`src/rtl/regfile_wb_queue.sv`:
```
// rtl/regfile_wb_queue.sv - circular writeback queue draining one entry per cycle into the register file
// Optional bypass lookup enabled by macro WBQ_BYPASS_EN.
module regfile_wb_queue #(
  parameter int DEPTH = 4
) (
  input  logic                   Clk,
  input  logic                   Reset,
  input  logic                   InValid,
  output logic                   InReady,
  input  logic [4:0]             InReg,
  input  logic [31:0]            InData,
  input  logic                   Hold,
  output logic [4:0]             WriteRegister,
  output logic [31:0]            WriteData,
  output logic                   RegWrite,
  output logic [$clog2(DEPTH):0] Count,
  input  logic [4:0]             LookupReg,
  output logic                   LookupHit,
  output logic [31:0]            LookupData
);

  localparam int AW = $clog2(DEPTH);
  localparam int CW = AW + 1;

  logic [4:0]    q_reg  [DEPTH];
  logic [31:0]   q_data [DEPTH];
  logic [AW-1:0] wr_ptr;
  logic [AW-1:0] rd_ptr;
  logic [CW-1:0] count;
  logic          accept;
  logic          push;
  logic          pop;

  // Ready looks only at occupancy so upstream never sees a combinational path through Hold.
  assign InReady = (count < CW'(DEPTH));
  assign accept  = InValid && InReady;
  assign push    = accept && (InReg != 5'd0);
  assign pop     = (count != '0) && !Hold;
  assign Count   = count;

  always_ff @(posedge Clk) begin
    if (!Reset && push) begin
      q_reg[wr_ptr]  <= InReg;
      q_data[wr_ptr] <= InData;
    end
  end

  always_ff @(posedge Clk) begin
    if (Reset) begin
      wr_ptr        <= '0;
      rd_ptr        <= '0;
      count         <= '0;
      RegWrite      <= 1'b0;
      WriteRegister <= '0;
      WriteData     <= '0;
    end else begin
      if (push) begin
        wr_ptr <= wr_ptr + AW'(1);
      end
      if (pop) begin
        rd_ptr        <= rd_ptr + AW'(1);
        WriteRegister <= q_reg[rd_ptr];
        WriteData     <= q_data[rd_ptr];
      end
      RegWrite <= pop;
      count    <= count + CW'(push) - CW'(pop);
    end
  end

`ifdef WBQ_BYPASS_EN
  // Scan oldest to youngest so the last match left standing is the youngest write.
  always_comb begin
    LookupHit  = 1'b0;
    LookupData = '0;
    if (LookupReg != 5'd0) begin
      if (RegWrite && (WriteRegister == LookupReg)) begin
        LookupHit  = 1'b1;
        LookupData = WriteData;
      end
      for (int i = 0; i < DEPTH; i++) begin
        if ((CW'(i) < count) && (q_reg[rd_ptr + AW'(i)] == LookupReg)) begin
          LookupHit  = 1'b1;
          LookupData = q_data[rd_ptr + AW'(i)];
        end
      end
    end
  end
`else
  logic unused_lookup;
  assign unused_lookup = ^LookupReg;
  assign LookupHit     = 1'b0;
  assign LookupData    = '0;
`endif

endmodule

```
`config.mk`:
```
export PLATFORM = sky130hd
export DESIGN_NAME = regfile_wb_queue
export DESIGN_NICKNAME = d
export VERILOG_FILES = /design/src/rtl/regfile_wb_queue.sv
export SDC_FILE = /design/constraint.sdc
export NUM_CORES = 1
export LEC_CHECK = 0
export ABC_AREA = 1
export BUFFER_PORTS_ARGS = -buffer_cell sky130_fd_sc_hd__buf_2
export CORE_ASPECT_RATIO = 0.8
export CORE_MARGIN = 1
export CORE_UTILIZATION = 55
export CTS_BUF_LIST = sky130_fd_sc_hd__clkbuf_8
export DETAILED_ROUTE_END_ITERATION = 8
export MAX_ROUTING_LAYER = met4
export PLACE_DENSITY_LB_ADDON = 0.3
export SYNTH_ARGS = -nofsm -noshare
export SYNTH_HDL_FRONTEND = slang
export SYNTH_SLANG_ARGS = --single-unit
```
`constraint.sdc`:
```
create_clock -name Clk -period 3.7 [get_ports Clk]
set_input_delay 0.555 -clock Clk [delete_from_list [all_inputs] [get_ports Clk]]
set_output_delay 0.555 -clock Clk [all_outputs]
set_load 0.02 [all_outputs]
```
Word-level counts from Yosys, hierarchy flattened
Memory sizes are Yosys's and may differ from the RTL's. A register that Yosys moved wholly into a read port is not among the register bits.
Index checks and enable logic that the tools add are counted.
{"block": "word_totals", "regBits": 8, "mem_bits_rw": 148, "inputBits": 46, "out_inout_bits": 75, "elab_cells": 21, "n_memories": 2}
{"block": "classes", "add_sub_neg": 4, "order_cmp": 1, "muxes": 2, "n_reduce_logical": 8}
{"name": "q_data", "words": 4, "width": 32, "read_ports": 1, "rd_ports_with_merged_regs": 1, "write_ports": 1, "line": "26", "text": "logic [31:0] q_data [DEPTH];"}
{"name": "q_reg", "words": 4, "width": 5, "read_ports": 1, "rd_ports_with_merged_regs": 1, "write_ports": 1, "line": "25", "text": "logic [4:0] q_reg [DEPTH];"}
{"cell": "5-bit nonzero test", "count": 1}
{"cell": "2-bit by 1-bit adder with 2-bit output, second input constant", "count": 2}
{"cell": "1-bit logical AND", "count": 4}
{"cell": "3-bit by 1-bit adder with 3-bit output", "count": 1}
{"cell": "3-bit less-than comparator, second input constant", "count": 1}
{"cell": "3-bit nonzero test", "count": 1}
{"cell": "3-bit by 1-bit subtractor with 3-bit output", "count": 1}
{"cell": "1-bit zero test", "count": 2}
{"cell": "1-bit 2-to-1 mux", "count": 2}

Logic depth before layout (Yosys ltp)
Gate-level depths: netlist of run 1.
{"block": "depth", "depth_word": 6, "mapped_depth": 12}

Worst setup path before layout of run 1
No wires, ideal clock.
{"block": "synth_timing", "kind": "input -> register", "start": "in InValid", "end": "mem q_data[0][0] (enable)", "setup_ps": 431, "t_arrival_ps": 2565, "path_slack_ps": 704, "cell_stages": 4, "n_path_buf": 0, "cell_sequence": "inv_1 nor2_1 nand3_1 nor2_1"}
{"block": "synth_via", "elab_chain_len": 5}
{"element": "start, declared", "line": "8", "text": "input logic InValid,"}
{"element": "1-bit logical AND", "line": "36", "text": "assign accept = InValid && InReady;"}
{"element": "1-bit logical AND", "line": "37", "text": "assign push = accept && (InReg != 5'd0);"}
{"element": "1-bit logical AND", "line": "42", "text": "if (!Reset && push) begin"}
{"element": "1-bit 2-to-1 mux", "line": "42"}
{"element": "1-bit 2-to-1 mux (not written as such)", "line": "44", "text": "q_data[wr_ptr] <= InData;"}
{"element": "end, declared", "line": "26"}
No other way between the ends.

Worst setup path in the final report of run 1
{"block": "layout_timing", "start": "reg count[2] (netlist: Count[2])", "end": "mem q_data[2][29] (enable)"}
{"block": "layout_via", "elab_chain_len": 6}
{"element": "start, declared", "line": "29", "text": "logic [CW-1:0] count;"}
{"element": "start signal, assigned", "line": "66", "text": "count <= count + CW'(push) - CW'(pop);"}
{"element": "3-bit less-than comparator", "line": "35", "text": "assign InReady = (count < CW'(DEPTH));"}
{"element": "1-bit logical AND", "line": "36"}
{"element": "1-bit logical AND", "line": "37"}
{"element": "1-bit logical AND", "line": "42"}
{"element": "1-bit 2-to-1 mux", "line": "42"}
{"element": "1-bit 2-to-1 mux (not written as such)", "line": "44"}
No other way between the ends.

==> results of run 1 <==
## stage by stage
stage / util, % / setup WS (ns) / total power (W)
final: 62.3 / 1.36 / 0.00583
after detailed placement: 59.4 / 1.07 / 0.00442
after global routing: 62.3 / 1.21 / 0.00621
after floorplan: - / 0.704 / 0.00405
after CTS: 62.2 / 1.36 / 0.00587
after global placement: 59.4 / 1.08 / 0.00438
## critical path, cell delays in order (launching register included)
cell and delay, ns:
dfxtp_1 0.36, nor2_1 0.37, nand3_1 0.39, nor2_4 0.58, buf_4 0.31
## power by group through the flow
stage,Combinational [W],Sequential (W),Clock (W)
2_1_floorplan,0.00113,0.00292,0
3_3_place_gp,0.00166,0.00272,0
3_5_place_dp,0.00169,0.00273,0
4_1_cts,0.00170,0.00268,0.00148
5_1_grt,0.00192,0.00271,0.00157
6_report,0.00169,0.00268,0.00146
## cells in the mapped netlist, drive strengths merged
cell / instances / area (um2)
edfxtp: 148 / 4440
dfxtp: 45 / 901
a21oi: 3 / 15.0
nand2: 270 / 1020
nand3: 79 / 395
xnor2: 1 / 8.76
inv: 205 / 769
conb: 1 / 3.75
buf: 63 / 458
clkbuf: 7 / 26.3
nor2: 91 / 342
ha: 6 / 75.1
o21ai: 1 / 5.00
fa: 1 / 20.0
## layout make-up
| cell class | instances | area share [%] |
|---|---|---|
| clock buffers | 19 | 2.80 |
| repair buffers | 96 | 5.65 |
| well taps | 189 | 2.53 |
| clock inverters | 13 | 1.81 |
| flip-flops and latches | 193 | 57.2 |
| multi-input cells | 485 | 21.7 |
| inverters | 205 | 8.23 |
| diodes | 3 | 0.0803 |
## kinds of logic (layout without fill, tap and decap cells)
| kind of cell | count (synthesis) | count (layout) |
|---|---|---|
| buf+inv | 275 | 333 |
| compound gates | 4 | 4 |
| other cells | 1 | 36 |
| flops | 193 | 193 |
| simple gates | 440 | 440 |
| fa+ha+maj | 7 | 7 |
| xor+xnor | 1 | 1 |
## final timing paths
path / start / to / cells past startpoint
max: Count[2] / q_data[2][29] / 4
min: InData[18] / q_data[0][18] / 1
max reg2reg: Count[2] / q_data[2][29] / 4
min reg2reg: WriteRegister[3] / WriteRegister[3] / 4
## layer usage
| layer | part of all wire (%) | routed length [um] | up-vias | track usage (%) |
|---|---|---|---|---|
| met3 | 6.6 | 1020 | 18 | 5.54 |
| met1 | 46 | 7130 | 2525 | 27.6 |
| met2 | 46 | 7030 | 145 | 33.9 |
| met5 | 0 | 0 | - | - |
| li1 | - | - | 2865 | - |
| met4 | 1.3 | 197 | 0 | 7.61 |
==> flow_summary_export.csv, run 1 <==
group,metric,value,unit
clock_network,post_cts_buffers,0,
synth,synth.mux.area_fraction,0,%
synth,synth_area,8480,um2
power_and_ir_drop,p_int,0.00387,W
clock_network,clock_sinks,193,
clock_network,cts_root_buffer,"clkbuf_8",
synth,synthAdderAreaFrac,1.12,%
synth,synthXorXnorAreaFrac,0.103,%
power_and_ir_drop,power.switching,0.00197,W
clock_network,cts_tree,"yes",
clock_network,clockBufferDepth,2,
placement,place_hpwl,9200,um
timing,maxSlewViolCount,0,
timing,finalSetupViolations,0,
layout,drive_gt1_share,13.3,%
layout,mostFrequentLayoutCells,"nand2_1 (269), inv_1 (204), edfxtp_1 (148)",
synth,synthSimpleGateAreaFrac,20.7,%
clock_network,clkLatencyLatePin,0.46,ns
run_status,outcome,"finished clean",
layout,stdcell_count,1203,
layout,nNetsFinal,1051,
synth,ys_types,18,
synth,ys_seq_area_share,63.0,%
layout,layout_commonest_cell,"nand2_1",
timing,tightest_slew,0.972,ns
global_routing,grt_pass1_vias,5149,
die,die_h,113,um
power_and_ir_drop,power.share.clock,25.0,%
clock_network,postCtsResizedCells,0,
synth,syn_avg_cell_area,9.21,um2
layout,largest_reg_flops,128,
drt,drtIter0Drc,441,
layout,layout.area.seq,5350,um2
clock_network,htreeDepth,4,
layout,multi_input_area,2030,um2
setup_path,cp_max_fo,17,
die,io_pins,121,
timing,fin_setup_tns,0,ns
timing,fin_crit,2.34,ns
power_and_ir_drop,p_leak,4.55,nW
setup_path,end_kind,"flop",
drt,drc,0,
placement,place.port_buffers,82,
placement,placed_cells,1168,
timing,clock.fmax,428,MHz
synth,yosys_register_bits,193,
placement,place.gp.congestion,0.767,
power_and_ir_drop,combPwrFrac,29.0,%
setup_path,arrival,2.50,ns
clock_network,cts_buffers,17,
synth,yosys_warnings,0,
timing,fin_crit_sh,63.1,%
clock_network,cts_hold_buf,0,
drt,via_per_inst,4.62,
timing,hold_ws,0.307,ns
drt,ant_nets,0,
drt,dr.pass1.iters,4,
hold_path,hp-class,"in -> reg",
die,start_util,56.5,%
synth,postSynthCellCount,921,
global_routing,grt.overflow.total,0,
drt,drt-total-wl,15400,um
global_routing,grt_max_degree,78,
setup_path,worstSetupStartpointType,"flop",
global_routing,grt_pass1_wl,25000,um
layout,fillers,1250,
timing,timing_hold_violations_final,0,
die,die_area,15900,um2
layout,syn2layout_area_growth,10.3,%
synth,synth_top_family_by_area,"simple AND/OR/NAND/NOR gates",
setup_path,worstPathRequired,3.86,ns
die,rows,40,
timing,maxSlewHeadroom,35.1,%
power_and_ir_drop,p_per_area,624,nW/um2
timing,rsz0062_at_grt,"no",
synth,synth-compound-area-share,0.236,%
setup_path,path_class,"reg -> reg",
global_routing,antenna_found_initial,2,
layout,final_area,9350,um2
flow_run,drv_cap,0,
global_routing,grtUsageTotal,21.7,%
drt,vias,5553,
setup_path,rrSetupSlack,1.36,ns
power_and_ir_drop,netSwitchingFraction,33.7,%
power_and_ir_drop,ir_worst_vdd,0.405,mV
die,core,15000,um2
placement,dpl_cell_area,8910,um2
die,die_w,141,um
power_and_ir_drop,seqPwrFrac,46.0,%
drt,wl_per_cell,12.8,um
clock_network,clkTransAtPathRegs,0.09,ns
timing,finClkSkew,0.00921,ns
(Power assumes the default switching activity.)
==> run 2: changes to the inputs <==
Settings changed: CORE_UTILIZATION 55 to 54.
Clock period 3.7 ns to 2 ns, I/O delays scaled along.
==> run 2 against run 1 <==
  * Cell area increased by 0.80%
  * Largest power group unchanged
  * Routed wire length increased by 2.7%
  * Sequential power increased by 85%
  * Total power increased by 82%
  * Critical path depth increased by 7
==> flow_summary_export.csv, run 2 (synthesized netlist as in run 1, its figures left out) <==
group,metric,value,unit
run_status,outcome,"finished clean",
drt,vias,5485,
timing,maxSlewHeadroom,45.3,%
flow_run,drv_cap,0,
setup_path,cp_max_fo,4,
die,rows,40,
clock_network,postCtsResizedCells,0,
setup_path,worstPathRequired,2.40,ns
placement,placed_cells,1195,
timing,hold_ws,0.0407,ns
placement,place.port_buffers,82,
setup_path,path_class,"reg -> reg",
power_and_ir_drop,netSwitchingFraction,34.3,%
clock_network,cts_root_buffer,"clkbuf_8",
global_routing,grt.overflow.total,0,
timing,finalSetupViolations,0,
setup_path,worstSetupStartpointType,"flop",
clock_network,post_cts_buffers,0,
timing,maxSlewViolCount,0,
clock_network,clkTransAtPathRegs,0.10,ns
global_routing,grt_pass1_wl,25200,um
layout,stdcell_count,1230,
power_and_ir_drop,power.share.clock,23.6,%
clock_network,clockBufferDepth,2,
clock_network,cts_hold_buf,0,
clock_network,cts_tree,"yes",
drt,via_per_inst,4.46,
timing,timing_hold_violations_final,0,
die,start_util,55.9,%
layout,layout_commonest_cell,"nand2_1",
drt,drtIter0Drc,307,
timing,fin_crit,1.84,ns
power_and_ir_drop,combPwrFrac,29.6,%
setup_path,rrSetupSlack,0.16,ns
clock_network,clkLatencyLatePin,0.47,ns
hold_path,hp-class,"in -> reg",
drt,drt-total-wl,15800,um
power_and_ir_drop,p_per_area,1130,nW/um2
drt,drc,0,
global_routing,grt_max_degree,78,
hold_path,min_to,"q_data[3][12]",
die,die_area,16200,um2
timing,clock.fmax,542,MHz
timing,fin_setup_tns,0,ns
timing,finalWorstSetupSlack,0.156,ns
global_routing,grt_pass1_vias,5052,
power_and_ir_drop,seqPwrFrac,46.8,%
setup_path,arrival,2.25,ns
layout,drive_gt1_share,13.7,%
placement,place.gp.congestion,0.790,
power_and_ir_drop,ir_worst_vdd,0.846,mV
hold_path,min_path_cells,1,
global_routing,grtUsageTotal,21.5,%
layout,mostFrequentLayoutCells,"nand2_1 (269), inv_1 (201), edfxtp_1 (148)",
global_routing,antenna_found_initial,3,
die,die_w,142,um
clock_network,cts_buffers,17,
layout,nNetsFinal,1057,
drt,ant_nets,0,
timing,finClkSkew,0.00995,ns
timing,fin_crit_sh,92.2,%
setup_path,reg2regPathDepth,11,
clock_network,htreeDepth,4,
layout,largest_reg_flops,128,
placement,place_hpwl,9240,um
timing,tightest_slew,0.820,ns
layout,syn2layout_area_growth,11.2,%
power_and_ir_drop,p_int,0.00698,W
setup_path,end_kind,"flop",
drt,wl_per_cell,12.8,um
setup_path,reg2reg_to,"Count[2]",
power_and_ir_drop,power.switching,0.00364,W
die,core,15200,um2
power_and_ir_drop,p_leak,4.56,nW
drt,dr.pass1.iters,5,
setup_path,r2r-start,"Count[1]",
die,die_h,114,um
clock_network,clock_sinks,193,
layout,final_core_util,62.2,%
hold_path,hp-start,"InData[12]",
timing,rsz0062_at_grt,"no",
placement,dp_slack,-0.0326,ns
die,io_pins,121,
-- run 2: changes by cell type in the layout (fill, tap and decap cells not counted) --
cell / delta
buf_12: +4
buf_4: +2
bufinv_16: -1
clkbuf_8: -2
clkinv_1: +5
clkinv_2: +2
clkinvlp_4: -1
dfxtp_1: -1
dfxtp_2: +1
inv_1: -3
-- run 2: worst max path at each step --
| stage | from | end | slack (ns) |
|---|---|---|---|
| detailed placement | InReg[2] | Count[2] | -0.03 |
| global placement | InReg[2] | Count[2] | 0.007 |
| CTS | Count[1] | Count[2] | 0.16 |
| floorplan | Count[2] | q_data[0][0] | -0.27 |
| global route | Count[1] | Count[2] | 0.04 |
| finish | Count[1] | Count[2] | 0.16 |
-- run 2: area by class of cell --
type	instances	area [um2]
timing repair buffer	102	623
antenna	3	7.51
tap	210	263
clock inverter	15	149
sequential	193	5350
clock buffer	17	234
inverter	205	769
multi-input combinational	485	2030
fill	1280	5740
-- run 2: power groups by stage --
stage	Sequential (W)	Clock, W	Combinational [W]
after global routing	0.00503	0.00273	0.00358
after floorplan	0.00540	0	0.00210
after CTS	0.00497	0.00256	0.00318
after detailed placement	0.00506	0	0.00316
after global placement	0.00505	0	0.00311
final	0.00497	0.00251	0.00315
-- run 2: through the flow --
stage	total power [W]	cell area [um2]
6_report	0.0106	9430
5_1_grt	0.0113	9430
4_1_cts	0.0107	9420
3_5_place_dp	0.00822	9030
3_3_place_gp	0.00816	9030
2_1_floorplan	0.00750	8610
-- run 2: critical path: stages (launching register included) --
cell	delay [ns]
dfxtp_1	0.37
nor2_1	0.11
nand2_1	0.08
nand2_2	0.07
inv_1	0.06
ha_1	0.27
inv_1	0.04
ha_1	0.18
fa_1	0.39
nand2_1	0.08
nand2_1	0.05
nor2_1	0.10
-- run 2: per-layer routing --
layer | wire length (um) | vias to the layer above | GRT usage, % | part of all wire, %
met5 | 0 | - | - | 0
met4 | 110 | 0 | 8.03 | 0.70
met3 | 984 | 9 | 5.60 | 6.2
met2 | 7290 | 138 | 32.8 | 46
met1 | 7410 | 2455 | 27.8 | 47
li1 | - | 2883 | - | -
==> run 3: changes to the inputs <==
Settings changed: PLACE_DENSITY set to 0.75, PLACE_DENSITY_LB_ADDON 0.3 to unset.
==> run 3 against run 2 <==
  * Via count rose by 1.0%
  * Highest routed layer unchanged
  * First-iteration DRC count fell by 13%
  * Register-to-register slack improved by 0.03 ns
  * Flip-flop and latch count did not move
  * Utilization rose by 0.22 points
==> flow_summary_export.csv, run 3 (synthesized netlist as in run 1, its figures left out) <==
group,metric,value,unit
setup_path,end_kind,"flop",
die,rows,40,
placement,place.port_buffers,82,
timing,finalWorstSetupSlack,0.191,ns
global_routing,grt_pass1_vias,5063,
setup_path,reg2regPathDepth,5,
setup_path,worstSetupStartpointType,"flop",
setup_path,cp_max_fo,15,
global_routing,antenna_found_initial,1,
timing,fin_crit_sh,90.4,%
layout,nNetsFinal,1056,
die,io_pins,121,
layout,largest_reg_flops,128,
die,start_util,55.9,%
global_routing,grt_pass1_wl,24500,um
power_and_ir_drop,finalPower,0.0106,W
clock_network,postCtsResizedCells,0,
timing,maxSlewHeadroom,45.8,%
run_status,outcome,"finished clean",
timing,rsz0062_at_grt,"no",
setup_path,slowest_stage,"dfxtp_2",
clock_network,cts_root_buffer,"clkbuf_8",
drt,vias,5541,
power_and_ir_drop,p_per_area,1120,nW/um2
power_and_ir_drop,seqPwrFrac,46.8,%
power_and_ir_drop,power.switching,0.00366,W
drt,dr.pass1.iters,4,
setup_path,r2r-start,"Count[2]",
hold_path,min_to,"q_data[3][1]",
power_and_ir_drop,ir_worst_vdd,0.635,mV
die,die_h,114,um
setup_path,crit_top_cell,"buf_4",
die,die_area,16200,um2
drt,via_per_inst,4.52,
clock_network,clkLatencyLatePin,0.47,ns
power_and_ir_drop,netSwitchingFraction,34.6,%
layout,fillers,1241,
timing,timing_hold_violations_final,0,
setup_path,worstPathRequired,2.15,ns
flow_run,drv_cap,0,
placement,place.gp.congestion,0.727,
power_and_ir_drop,p_int,0.00692,W
drt,drtIter0Drc,267,
clock_network,clock_sinks,193,
clock_network,post_cts_buffers,0,
drt,drc,0,
clock_network,cts_tree,"yes",
power_and_ir_drop,combPwrFrac,30.3,%
placement,dp_slack,0.0660,ns
power_and_ir_drop,p_leak,4.56,nW
clock_network,cts_hold_buf,0,
layout,drive_gt1_share,13.9,%
die,die_w,142,um
drt,ant_nets,0,
drt,wl_per_cell,12.5,um
clock_network,cts_buffers,17,
layout,mostFrequentLayoutCells,"nand2_1 (269), inv_1 (202), edfxtp_1 (148)",
layout,layout_commonest_cell,"nand2_1",
setup_path,crit_path_max_incr_delay,0.35,ns
setup_path,rrSetupSlack,0.19,ns
clock_network,htreeDepth,4,
hold_path,hp-start,"InData[1]",
die,core,15200,um2
layout,syn2layout_area_growth,11.6,%
setup_path,arrival,1.96,ns
drt,drt-total-wl,15300,um
timing,finClkSkew,0.0139,ns
timing,tightest_slew,0.813,ns
timing,finalSetupViolations,0,
setup_path,reg2reg_to,"q_data[0][14]",
hold_path,hp-class,"in -> reg",
hold_path,min_path_cells,1,
global_routing,grtUsageTotal,20.9,%
power_and_ir_drop,power.share.clock,22.9,%
global_routing,grt.overflow.total,0,
clock_network,clkTransAtPathRegs,0.10,ns
timing,clock.fmax,553,MHz
timing,fin_crit,1.81,ns
setup_path,path_class,"reg -> reg",
placement,place_hpwl,9140,um
timing,maxSlewViolCount,0,
global_routing,grt_max_degree,78,
clock_network,clockBufferDepth,2,
setup_path,crit_chain,"nor2_1, buf_4, nand3_1, nor2_4, buf_4",
[run 3: worst max path at each step]
stage	startpoint	endpoint	slack, ns	cells after the start
final	Count[2]	q_data[0][14]	0.19	5
after global routing	Count[0]	Count[2]	0.09	11
after CTS	Count[2]	q_data[0][15]	0.16	5
after detailed placement	InReg[3]	q_data[0][5]	0.07	7
after global placement	InReg[3]	q_data[0][14]	0.13	7
after floorplan	Count[2]	q_data[0][0]	-0.27	3
[run 3: power groups by stage]
| stage | clock network, W | registers, W | logic [W] |
|---|---|---|---|
| 3_5_place_dp | 0 | 0.00505 | 0.00322 |
| 6_report | 0.00243 | 0.00495 | 0.00320 |
| 3_3_place_gp | 0 | 0.00503 | 0.00316 |
| 2_1_floorplan | 0 | 0.00540 | 0.00210 |
| 5_1_grt | 0.00265 | 0.00500 | 0.00367 |
| 4_1_cts | 0.00246 | 0.00496 | 0.00325 |
[run 3: area by class of cell]
class / count / area (um2) / share of cell area [%]
diodes: 1 / 2.50 / 0.0265
clock inverters: 15 / 145 / 1.53
clock buffers: 17 / 234 / 2.47
well taps: 210 / 263 / 2.78
repair buffers: 101 / 666 / 7.04
inverters: 205 / 769 / 8.13
multi-input cells: 485 / 2030 / 21.5
flip-flops and latches: 193 / 5350 / 56.5
[run 3: critical path, delay by kind of cell, from the launching register on]
family | cells | cell delay (ns)
and+or+nand+nor | 3 | 0.71
buffers and inverters | 2 | 0.43
DFF | 1 | 0.35
[run 3: metrics by stage]
stage          setup TNS (ns)  hold WS (ns)  cell area, um2  util, %  instances
2_1_floorplan          -39.31         0.369            8610        -        953
3_3_place_gp                0         0.498            9080     59.9       1194
3_5_place_dp                0         0.500            9080     59.9       1194
4_1_cts                     0        0.0176            9460     62.4       1226
5_1_grt                     0        0.0110            9460     62.4       1227
6_report                    0        0.0362            9460     62.4       1227
[run 3: per-layer routing]
metal	track usage, %	wire [um]	share of wire (%)
met5	-	0	0
met1	25.6	6550	43
met3	5.48	1020	6.7
met4	6.95	250	1.6
met2	34.0	7460	49
